`src/rtl/q8_reg_arbiter_if.sv`:
```
// Shared-register arbiter bus: four requesters with packed write-data lanes,
// and the grant/ack/register/busy signals returned by the arbiter.
interface q8_reg_arbiter_if #(
    parameter int WIDTH = 8
);
    logic [3:0]         req;
    logic [4*WIDTH-1:0] wdata;
    logic [3:0]         gnt;
    logic [3:0]         ack;
    logic [WIDTH-1:0]   q;
    logic [WIDTH-1:0]   nq;
    logic               busy;

    // Requester side drives requests and data, observes the arbiter outputs
    modport master (
        output req, wdata,
        input  gnt, ack, q, nq, busy
    );

    // Arbiter side
    modport slave (
        input  req, wdata,
        output gnt, ack, q, nq, busy
    );
endinterface

```
`src/rtl/q8_reg_arbiter.sv`:
```
// Four-way round-robin arbiter guarding a single shared register.
// A winner is picked in IDLE, owns the bus for one GRANT cycle (during which
// its lane is captured into q) and HOLD further cycles, receives a one-cycle
// ack in the last HOLD cycle, then the bus returns to IDLE for at least one
// cycle with the round-robin pointer moved past the winner.
module q8_reg_arbiter #(
    parameter int WIDTH = 8,
    parameter int HOLD  = 2
) (
    input  logic             clk,
    input  logic             reset,
    q8_reg_arbiter_if.slave  bus
);

    // A zero-length hold would leave no cycle in which to issue the ack
    generate
        if (HOLD < 1) begin : g_bad_hold
            $error("q8_reg_arbiter: HOLD must be at least 1");
        end
    endgenerate

    // Counter only needs to hold values 0 .. HOLD-1
    localparam int CW = (HOLD > 1) ? $clog2(HOLD) : 1;

    typedef enum logic [1:0] {
        ST_IDLE,
        ST_GRANT,
        ST_HOLD
    } state_t;

    state_t           state;
    logic [CW-1:0]    count;
    logic [1:0]       ptr;
    logic [1:0]       owner;
    logic [3:0]       gnt_r;
    logic [3:0]       ack_r;
    logic [WIDTH-1:0] q_r;

    logic [1:0]       win_idx;
    logic [1:0]       cand;
    logic             found;
    logic [WIDTH-1:0] lanes [4];

    // Unpack the flat write-data bus into per-requester lanes
    generate
        for (genvar i = 0; i < 4; i++) begin : g_lane
            assign lanes[i] = bus.wdata[i*WIDTH +: WIDTH];
        end
    endgenerate

    // Round-robin search: first asserted request starting at ptr, wrapping mod 4
    always_comb begin
        win_idx = ptr;
        cand    = ptr;
        found   = 1'b0;
        for (int k = 0; k < 4; k++) begin
            cand = ptr + 2'(k);
            if (!found && bus.req[cand]) begin
                win_idx = cand;
                found   = 1'b1;
            end
        end
    end

    // Arbitration FSM; all outputs are registered and cleared immediately by reset
    always_ff @(posedge clk or negedge reset) begin
        if (!reset) begin
            state <= ST_IDLE;
            count <= '0;
            ptr   <= '0;
            owner <= '0;
            gnt_r <= '0;
            ack_r <= '0;
            q_r   <= '0;
        end else begin
            case (state)
                ST_IDLE: begin
                    ack_r <= '0;
                    if (bus.req != 4'b0000) begin
                        state <= ST_GRANT;
                        owner <= win_idx;
                        gnt_r <= 4'b0001 << win_idx;
                    end
                end
                ST_GRANT: begin
                    q_r   <= lanes[owner];
                    count <= CW'(HOLD - 1);
                    state <= ST_HOLD;
                    ack_r <= (HOLD == 1) ? gnt_r : 4'b0000;
                end
                ST_HOLD: begin
                    if (count == '0) begin
                        state <= ST_IDLE;
                        gnt_r <= '0;
                        ack_r <= '0;
                        ptr   <= owner + 2'd1;
                    end else begin
                        count <= count - CW'(1);
                        ack_r <= (count == CW'(1)) ? gnt_r : 4'b0000;
                    end
                end
                default: begin
                    state <= ST_IDLE;
                    gnt_r <= '0;
                    ack_r <= '0;
                end
            endcase
        end
    end

    assign bus.gnt  = gnt_r;
    assign bus.ack  = ack_r;
    assign bus.q    = q_r;
    assign bus.nq   = ~q_r;
    assign bus.busy = (state != ST_IDLE);

endmodule

```
`src/flat_wrapper.sv`:
```
// flat-port wrapper written by rule: the top's interface ports become plain ports
module q8_reg_arbiter_flat 
#(
    parameter int WIDTH = 8,
    parameter int HOLD  = 2
)
  (clk, reset, bus_req, bus_wdata, bus_gnt, bus_ack, bus_q, bus_nq, bus_busy);
  q8_reg_arbiter_if #(.WIDTH(WIDTH)) bus_i ();
  input  logic clk;
  input  logic reset;
  input wire logic [$bits(bus_i.req)-1:0] bus_req;
  input wire logic [$bits(bus_i.wdata)-1:0] bus_wdata;
  output wire logic [$bits(bus_i.gnt)-1:0] bus_gnt;
  output wire logic [$bits(bus_i.ack)-1:0] bus_ack;
  output wire logic [$bits(bus_i.q)-1:0] bus_q;
  output wire logic [$bits(bus_i.nq)-1:0] bus_nq;
  output wire logic [$bits(bus_i.busy)-1:0] bus_busy;
  assign bus_i.req = bus_req;
  assign bus_i.wdata = bus_wdata;
  assign bus_gnt = bus_i.gnt;
  assign bus_ack = bus_i.ack;
  assign bus_q = bus_i.q;
  assign bus_nq = bus_i.nq;
  assign bus_busy = bus_i.busy;
  q8_reg_arbiter #(.WIDTH(WIDTH), .HOLD(HOLD)) u_core (.clk(clk), .reset(reset), .bus(bus_i));
endmodule
```
`config.mk`:
```
export PLATFORM = sky130hd
export DESIGN_NAME = q8_reg_arbiter_flat
export DESIGN_NICKNAME = d
export VERILOG_FILES = /design/src/rtl/q8_reg_arbiter_if.sv /design/src/rtl/q8_reg_arbiter.sv /design/src/flat_wrapper.sv
export SDC_FILE = /design/constraint.sdc
export NUM_CORES = 1
export LEC_CHECK = 0
export ABC_CLOCK_PERIOD_IN_PS = 3300
export CELL_PAD_IN_SITES_DETAIL_PLACEMENT = 1
export CELL_PAD_IN_SITES_GLOBAL_PLACEMENT = 2
export CORE_ASPECT_RATIO = 2
export CORE_MARGIN = 2
export CORE_UTILIZATION = 25
export CTS_CLUSTER_SIZE = 8
export DETAILED_ROUTE_END_ITERATION = 10
export GPL_TIMING_DRIVEN = 1
export HOLD_SLACK_MARGIN = 0.03
export MAX_ROUTING_LAYER = met4
export PLACE_DENSITY_LB_ADDON = 0.15
export SLEW_MARGIN = 25
export SYNTH_ARGS = -nofsm -noshare
export SYNTH_HDL_FRONTEND = slang
export SYNTH_SLANG_ARGS = --single-unit
```
`constraint.sdc`:
```
create_clock -name clk -period 3.3 [get_ports clk]
set_input_delay 0.66 -clock clk [delete_from_list [all_inputs] [get_ports clk]]
set_output_delay 0.66 -clock clk [all_outputs]
set_load 0.03 [all_outputs]
```
# --- After elaboration in Yosys (flattened, before gate mapping) ---
# Index checks and enable logic that the tools add are counted.
word_totals:
  ff_bits: 23
  inputBits: 38
  output_inout_bits: 25
classes:
  addsub: 5
  magnitude_cmp: 5
  n_eq_ne: 4
  n_shift: 1
  n_mux: 26
  n_bitwise: 4
  n_reduce_logical: 14
op_table:
  columns: ["operator", "count"]
  rows:
  - ["8-bit binary-select mux with 2-bit select", 1]
  - ["8-bit two-way mux", 2]
  - ["2-bit by 3-bit less-than comparator with 1-bit output (second input constant)", 4]
  - ["4-bit two-way mux", 3]
  - ["4-bit one-hot mux with 3 select lines", 1]
  - ["2-bit two-way mux", 5]
  - ["1-bit binary-select mux with 2-bit select", 4]
  - ["1-bit two-way mux", 8]
  - ["8-bit NOT", 1]
  - ["2-bit AND reduction", 4]
  - ["2-bit one-hot mux with 3 select lines", 1]
  - ["2-bit by 1-bit adder with 2-bit output (second input constant)", 2]
  - ["2-bit adder (second input constant)", 2]
  - ["2-bit nonzero test", 2]
  - ["4-bit nonzero test", 1]
  - ["1-bit by 2-bit << shifter with 4-bit output (first input constant)", 1]
  - ["3-bit greater-or-equal comparator (second input constant)", 1]
  - ["1-bit logical AND", 3]
  - ["1-bit logical NOT", 3]
  - ["2-bit NOT with 3-bit output", 1]
  - ["2-bit by 1-bit equality test with 1-bit output (second input constant)", 1]
  - ["2-bit equality test (second input constant)", 1]
  - ["2-bit logical NOT", 1]
  - ["2-bit by 1-bit inequality test with 1-bit output (second input constant)", 1]
  - ["4 further kinds", 5]

# --- Longest topological paths before layout ---
depth:
  ltp_word: 15
  depth_mapped: 6
  mapped_depth_nobuf: 6

# --- Least setup slack after synthesis ---
# No wires, ideal clock.
synth_path:
  path_type: "input to register"
  start: "in bus_req[0]"
  end: "reg u_core.gnt_r[2] (netlist: u_core.bus.gnt[2])"
  setup_ns: 0.121
  arrival_time_ns: 1.445
  required_ns: 3.179
  path_slack_ns: 1.734
  path_stages: 4
  path_buffers: 0
  cell_sequence: "nor4_2 -> or2b_4 -> nor2_4 -> a32o_2"
synth_between:
  elab_chain_cells: 15
  word_cells_on_any_way: 26
  classes_between: "1 x eq/ne; 1 x shift; 16 x mux; 8 x reduce/logical"
synth_rtl:
  columns: ["item", "line_no", "text"]
  rows:
  - ["start: declaration", "flat_wrapper.sv:11", "input wire logic [$bits(bus_i.req)-1:0] bus_req;"]
  - ["1-bit binary-select mux with 2-bit select", "q8_reg_arbiter.sv:58", "if (!found && bus.req[cand]) begin"]
  - ["1-bit two-way mux (not written as such)", "q8_reg_arbiter.sv:58", null]
  - ["1-bit two-way mux", "q8_reg_arbiter.sv:58", null]
  - ["1-bit logical NOT", "q8_reg_arbiter.sv:58", null]
  - ["1-bit logical AND", "q8_reg_arbiter.sv:58", null]
  - ["1-bit two-way mux", "q8_reg_arbiter.sv:58", null]
  - ["1-bit logical NOT", "q8_reg_arbiter.sv:58", null]
  - ["1-bit logical AND", "q8_reg_arbiter.sv:58", null]
  - ["1-bit two-way mux", "q8_reg_arbiter.sv:58", null]
  - ["1-bit logical NOT", "q8_reg_arbiter.sv:58", null]
  - ["1-bit logical AND", "q8_reg_arbiter.sv:58", null]
  - ["2-bit two-way mux", "q8_reg_arbiter.sv:58", null]
  - ["1-bit by 2-bit << shifter with 4-bit output", "q8_reg_arbiter.sv:82", "gnt_r <= 4'b0001 << win_idx;"]
  - ["4-bit two-way mux", "q8_reg_arbiter.sv:79", "if (bus.req != 4'b0000) begin"]
  - ["4-bit one-hot mux with 3 select lines", "q8_reg_arbiter.sv:76", "case (state)"]
  - ["end signal: assignment", "q8_reg_arbiter.sv:82", null]
  - ["end: declaration", "q8_reg_arbiter.sv:35", "logic [3:0] gnt_r;"]
# Several ways; a longest one is shown, not always the timed one. The select of a mux whose other input is x is not followed.
# A chain may end at the register's enable or synchronous reset.

# --- Worst setup path in the final report ---
layout_path:
  start: "reg u_core.state[0]"
  end: "out bus_busy"
layout_between:
  elab_chain_cells: 1
layout_rtl:
  columns: ["item", "line_no", "text"]
  rows:
  - ["start: declaration", "q8_reg_arbiter.sv:31", "state_t state;"]
  - ["start signal: assignment", "q8_reg_arbiter.sv:68", "state <= ST_IDLE;"]
  - ["start signal: assignment", "q8_reg_arbiter.sv:80", "state <= ST_GRANT;"]
  - ["start signal: assignment", "q8_reg_arbiter.sv:88", "state <= ST_HOLD;"]
  - ["2-bit nonzero test", "q8_reg_arbiter.sv:115", "assign bus.busy = (state != ST_IDLE);"]
  - ["end: declaration", "flat_wrapper.sv:17", "output wire logic [$bits(bus_i.busy)-1:0] bus_busy;"]
# No other way between the ends.

==> summary.txt <==
Setup path
  – Arrival time at the worst endpoint: around 1.8 ns
  – CP Data Required Time: between 2 and 3 ns
  – Crit path depth: 4
  – Crit path buffers/inverters: 3
  – Worst setup EP type: output port
  – Critical path origin: u_core.state[0]
  – Cells on worst reg2reg path: 6
  – Crit path max-delay cell type: clkdlybuf4s50_1
  – Worst path most repeated cell: inv_1
  – Critical Path Sink: bus_busy
  – CP delay by family, top: buffers and inverters
  – Worst-path cell chain: inv_1 -> ha_1 -> inv_1 -> clkdlybuf4s50_1
  – Type of origin of the critical path: flop
  – Reg2Reg Launch Point: u_core.state[0]
  – CP Max Fanout: 4
  – R2R setup slack: ~1.6 ns
  – Critical setup path kind: flop to output port
  – Reg2reg end: u_core.bus.gnt[2]
  – Crit path largest cell delay: about 0.66 ns

Place
  – PortBufs: 62
  – Gpl congestion: about 0.76
  – Area after DPL: approximately 0.0019 sq mm
  – Hpwl dp: approximately 3200 microns

Clocking
  – CTS H-tree lvls: 1
  – TritonCTS Buffers: 3
  – # resized after CTS: 0
  – Hold buffers post-CTS: 0
  – Clock-pin slew on the worst setup and hold paths: roughly 0.08 ns
  – CTS Buffer Depth: 2
  – CTS Sinks: 23
  – CTS tree: yes
  – Postcts setup bufs: 0
  – CTS root buffer: clkbuf_8
  – Clk_lat worst skew: between 0.2 and 0.3 ns

Synthesis
  – Syn_nets: roughly 160
  – Synth Register Bits: 23
  – Seq/Total Area, Yosys: between 40% and 50%
  – Syn avg cell area: 11.0 sq um
  – Synth async-reset ratio: 100%
  – Cells after Synth: 114
  – Netlist cell types: 28
  – Post-synth EDFFs: 0
  – Main synth FF type: dfrtp_1
  – Netlist Area Pre-Place: around 0.0013 sq mm
  – Syn. warnings: 0

GRT
  – First-pass GRT wire length: a little under 6000 microns
  – Grt total ovfl: 0
  – Initial antenna violation count: 0
  – Largest net degree at the start of global routing: 24
  – Vias in the first global route: ~1200
  – GRT Total Usage: between 10% and 20%

Floorplan
  – Initial Util: between 20 and 30%
  – Die Area: roughly 0.0056 sq mm
  – # IOs: 63
  – Cell row count: 36
  – Core footprint: roughly 0.005 sq mm
  – Die height: around 100 microns
  – DIE WIDTH: 54.2 microns

Routing
  – Routed vias/inst: a little under 5
  – DRT iter0 DRCs: 7
  – Wirelength per Cell: about 17 microns
  – Via count: approximately 1100
  – Final WL: slightly below 4000 microns
  – Residual DRC: 0
  – DRT antenna net count: 0
  – Drt first pass iters: 3

Timing
  – RSZ-0062 raised after global routing: false
  – Fmax: ~0.41 GHz
  – Setup-failing EPs final: 0
  – Final min period: about 2.4 ns
  – Fin. max-slew vios: 0
  – Setup TNS: 0 ns
  – Fin crit share: between 70 and 80%
  – Slew @ Worst Pin: around 0.67 ns
  – Final hold viol count: 0
  – Clock skew: just under 0.005 ns
  – Rel. slew slack: between 50% and 60%

Finish
  – Most frequent cells in the layout: 62 x clkdlybuf4s50_1, 23 x dfrtp_1, 15 x nand2_1
  – Area grow syn2layout: 56.8%
  – Share of layout cells above drive strength 1: between 10% and 20%
  – Fillers: about 560
  – Most common cell after layout, fill and taps aside: clkdlybuf4s50_1
  – Final nets: 220
  – Register area: 576 sq um
  – Antenna diode count: 0
  – Area of the multi-input gates: approximately 600 sq um
  – Design area: 0.00197 sq mm

Pwr
  – Leak: about 0.86 nW
  – Peak VDD IR: roughly 0.00047 V
  – P per Cell Area: between 900 and 1000 mW/mm^2

Run status
  – Status: complete, no violations

Job
  – Max_cap viols: 0

Min path
  – HP Class: flop to flop
worst min-delay path by stage:
stage	start	end	slack (ns)	cells past startpoint
floorplan	reset	u_core.bus.ack[0]	0.36	0
global placement	u_core.bus.gnt[2]	u_core.bus.gnt[2]	0.51	1
detailed placement	u_core.bus.gnt[3]	u_core.bus.gnt[3]	0.52	1
CTS	u_core.bus.gnt[3]	u_core.bus.gnt[3]	0.54	1
global route	u_core.bus.gnt[0]	u_core.bus.gnt[0]	0.56	1
finish	u_core.bus.gnt[0]	u_core.bus.gnt[0]	0.53	1
routing by layer:
layer,wire [microns],GRT usage [%],vias up
met3,370,2.59,5
met2,2240,27.3,52
met4,57,4.82,0
li1,-,-,528
met5,0,-,-
met1,1260,13.1,553
cell type report:
| cell class | instances | area share [%] |
|---|---|---|
| tap | 57 | 3.62 |
| clock buffer | 3 | 2.09 |
| clock inverter | 1 | 0.254 |
| timing repair buffer | 63 | 31.9 |
| sequential | 23 | 29.2 |
| multi-input combinational | 73 | 30.3 |
| inverter | 14 | 2.66 |
flip-flops by register name, summed over array words and instances (netlist names):
name,cells
u_core.owner,2
u_core.ptr,2
u_core.bus.gnt,4
u_core.bus.q,8
u_core.bus.ack,4
u_core.state,2
u_core.count,1
where the power goes:
part           switching (mW)  total, mW  internal (mW)
clock network          0.0889      0.173         0.0843
logic                   0.596       1.09          0.489
registers               0.129      0.526          0.397
metrics by stage:
step | hold slack [ns] | cells | util, % | total power, mW | setup WS [ns]
global placement | 0.510 | 230 | 39.6 | 1.61 | 1.13
detailed placement | 0.515 | 230 | 39.6 | 1.64 | 1.05
floorplan | 0.364 | 114 | - | 1.20 | 1.73
finish | 0.534 | 234 | 40.5 | 1.78 | 0.883
global route | 0.556 | 234 | 40.5 | 1.91 | 0.773
CTS | 0.539 | 234 | 40.5 | 1.82 | 0.846
Yosys cell counts (2+ instances only):
master / instances / area share, %
ha_1: 4 / 4.0
a32o_2: 4 / 3.6
nor2b_1: 2 / 0.99
o21ai_1: 4 / 1.6
and3_1: 4 / 2.0
o21ai_0: 12 / 4.8
dfrtp_1: 23 / 46
mux4_2: 8 / 14
nand2_1: 15 / 4.5
inv_1: 14 / 4.2
nor2_1: 2 / 0.60
o21a_1: 2 / 1.2
a21oi_1: 5 / 2.0
logic make-up (layout without fill, tap and decap cells):
logic type / Yosys count / after routing / share of synthesized area, %
xor+xnor: 1 / 1 / 0.697
flops: 23 / 23 / 45.8
simple gates: 29 / 29 / 12.3
buf+inv: 18 / 81 / 6.67
compound gates: 30 / 30 / 15.4
fa+ha+maj: 4 / 4 / 3.98
mux: 9 / 9 / 15.1
Note: power is estimated with default switching activity, not from simulation.
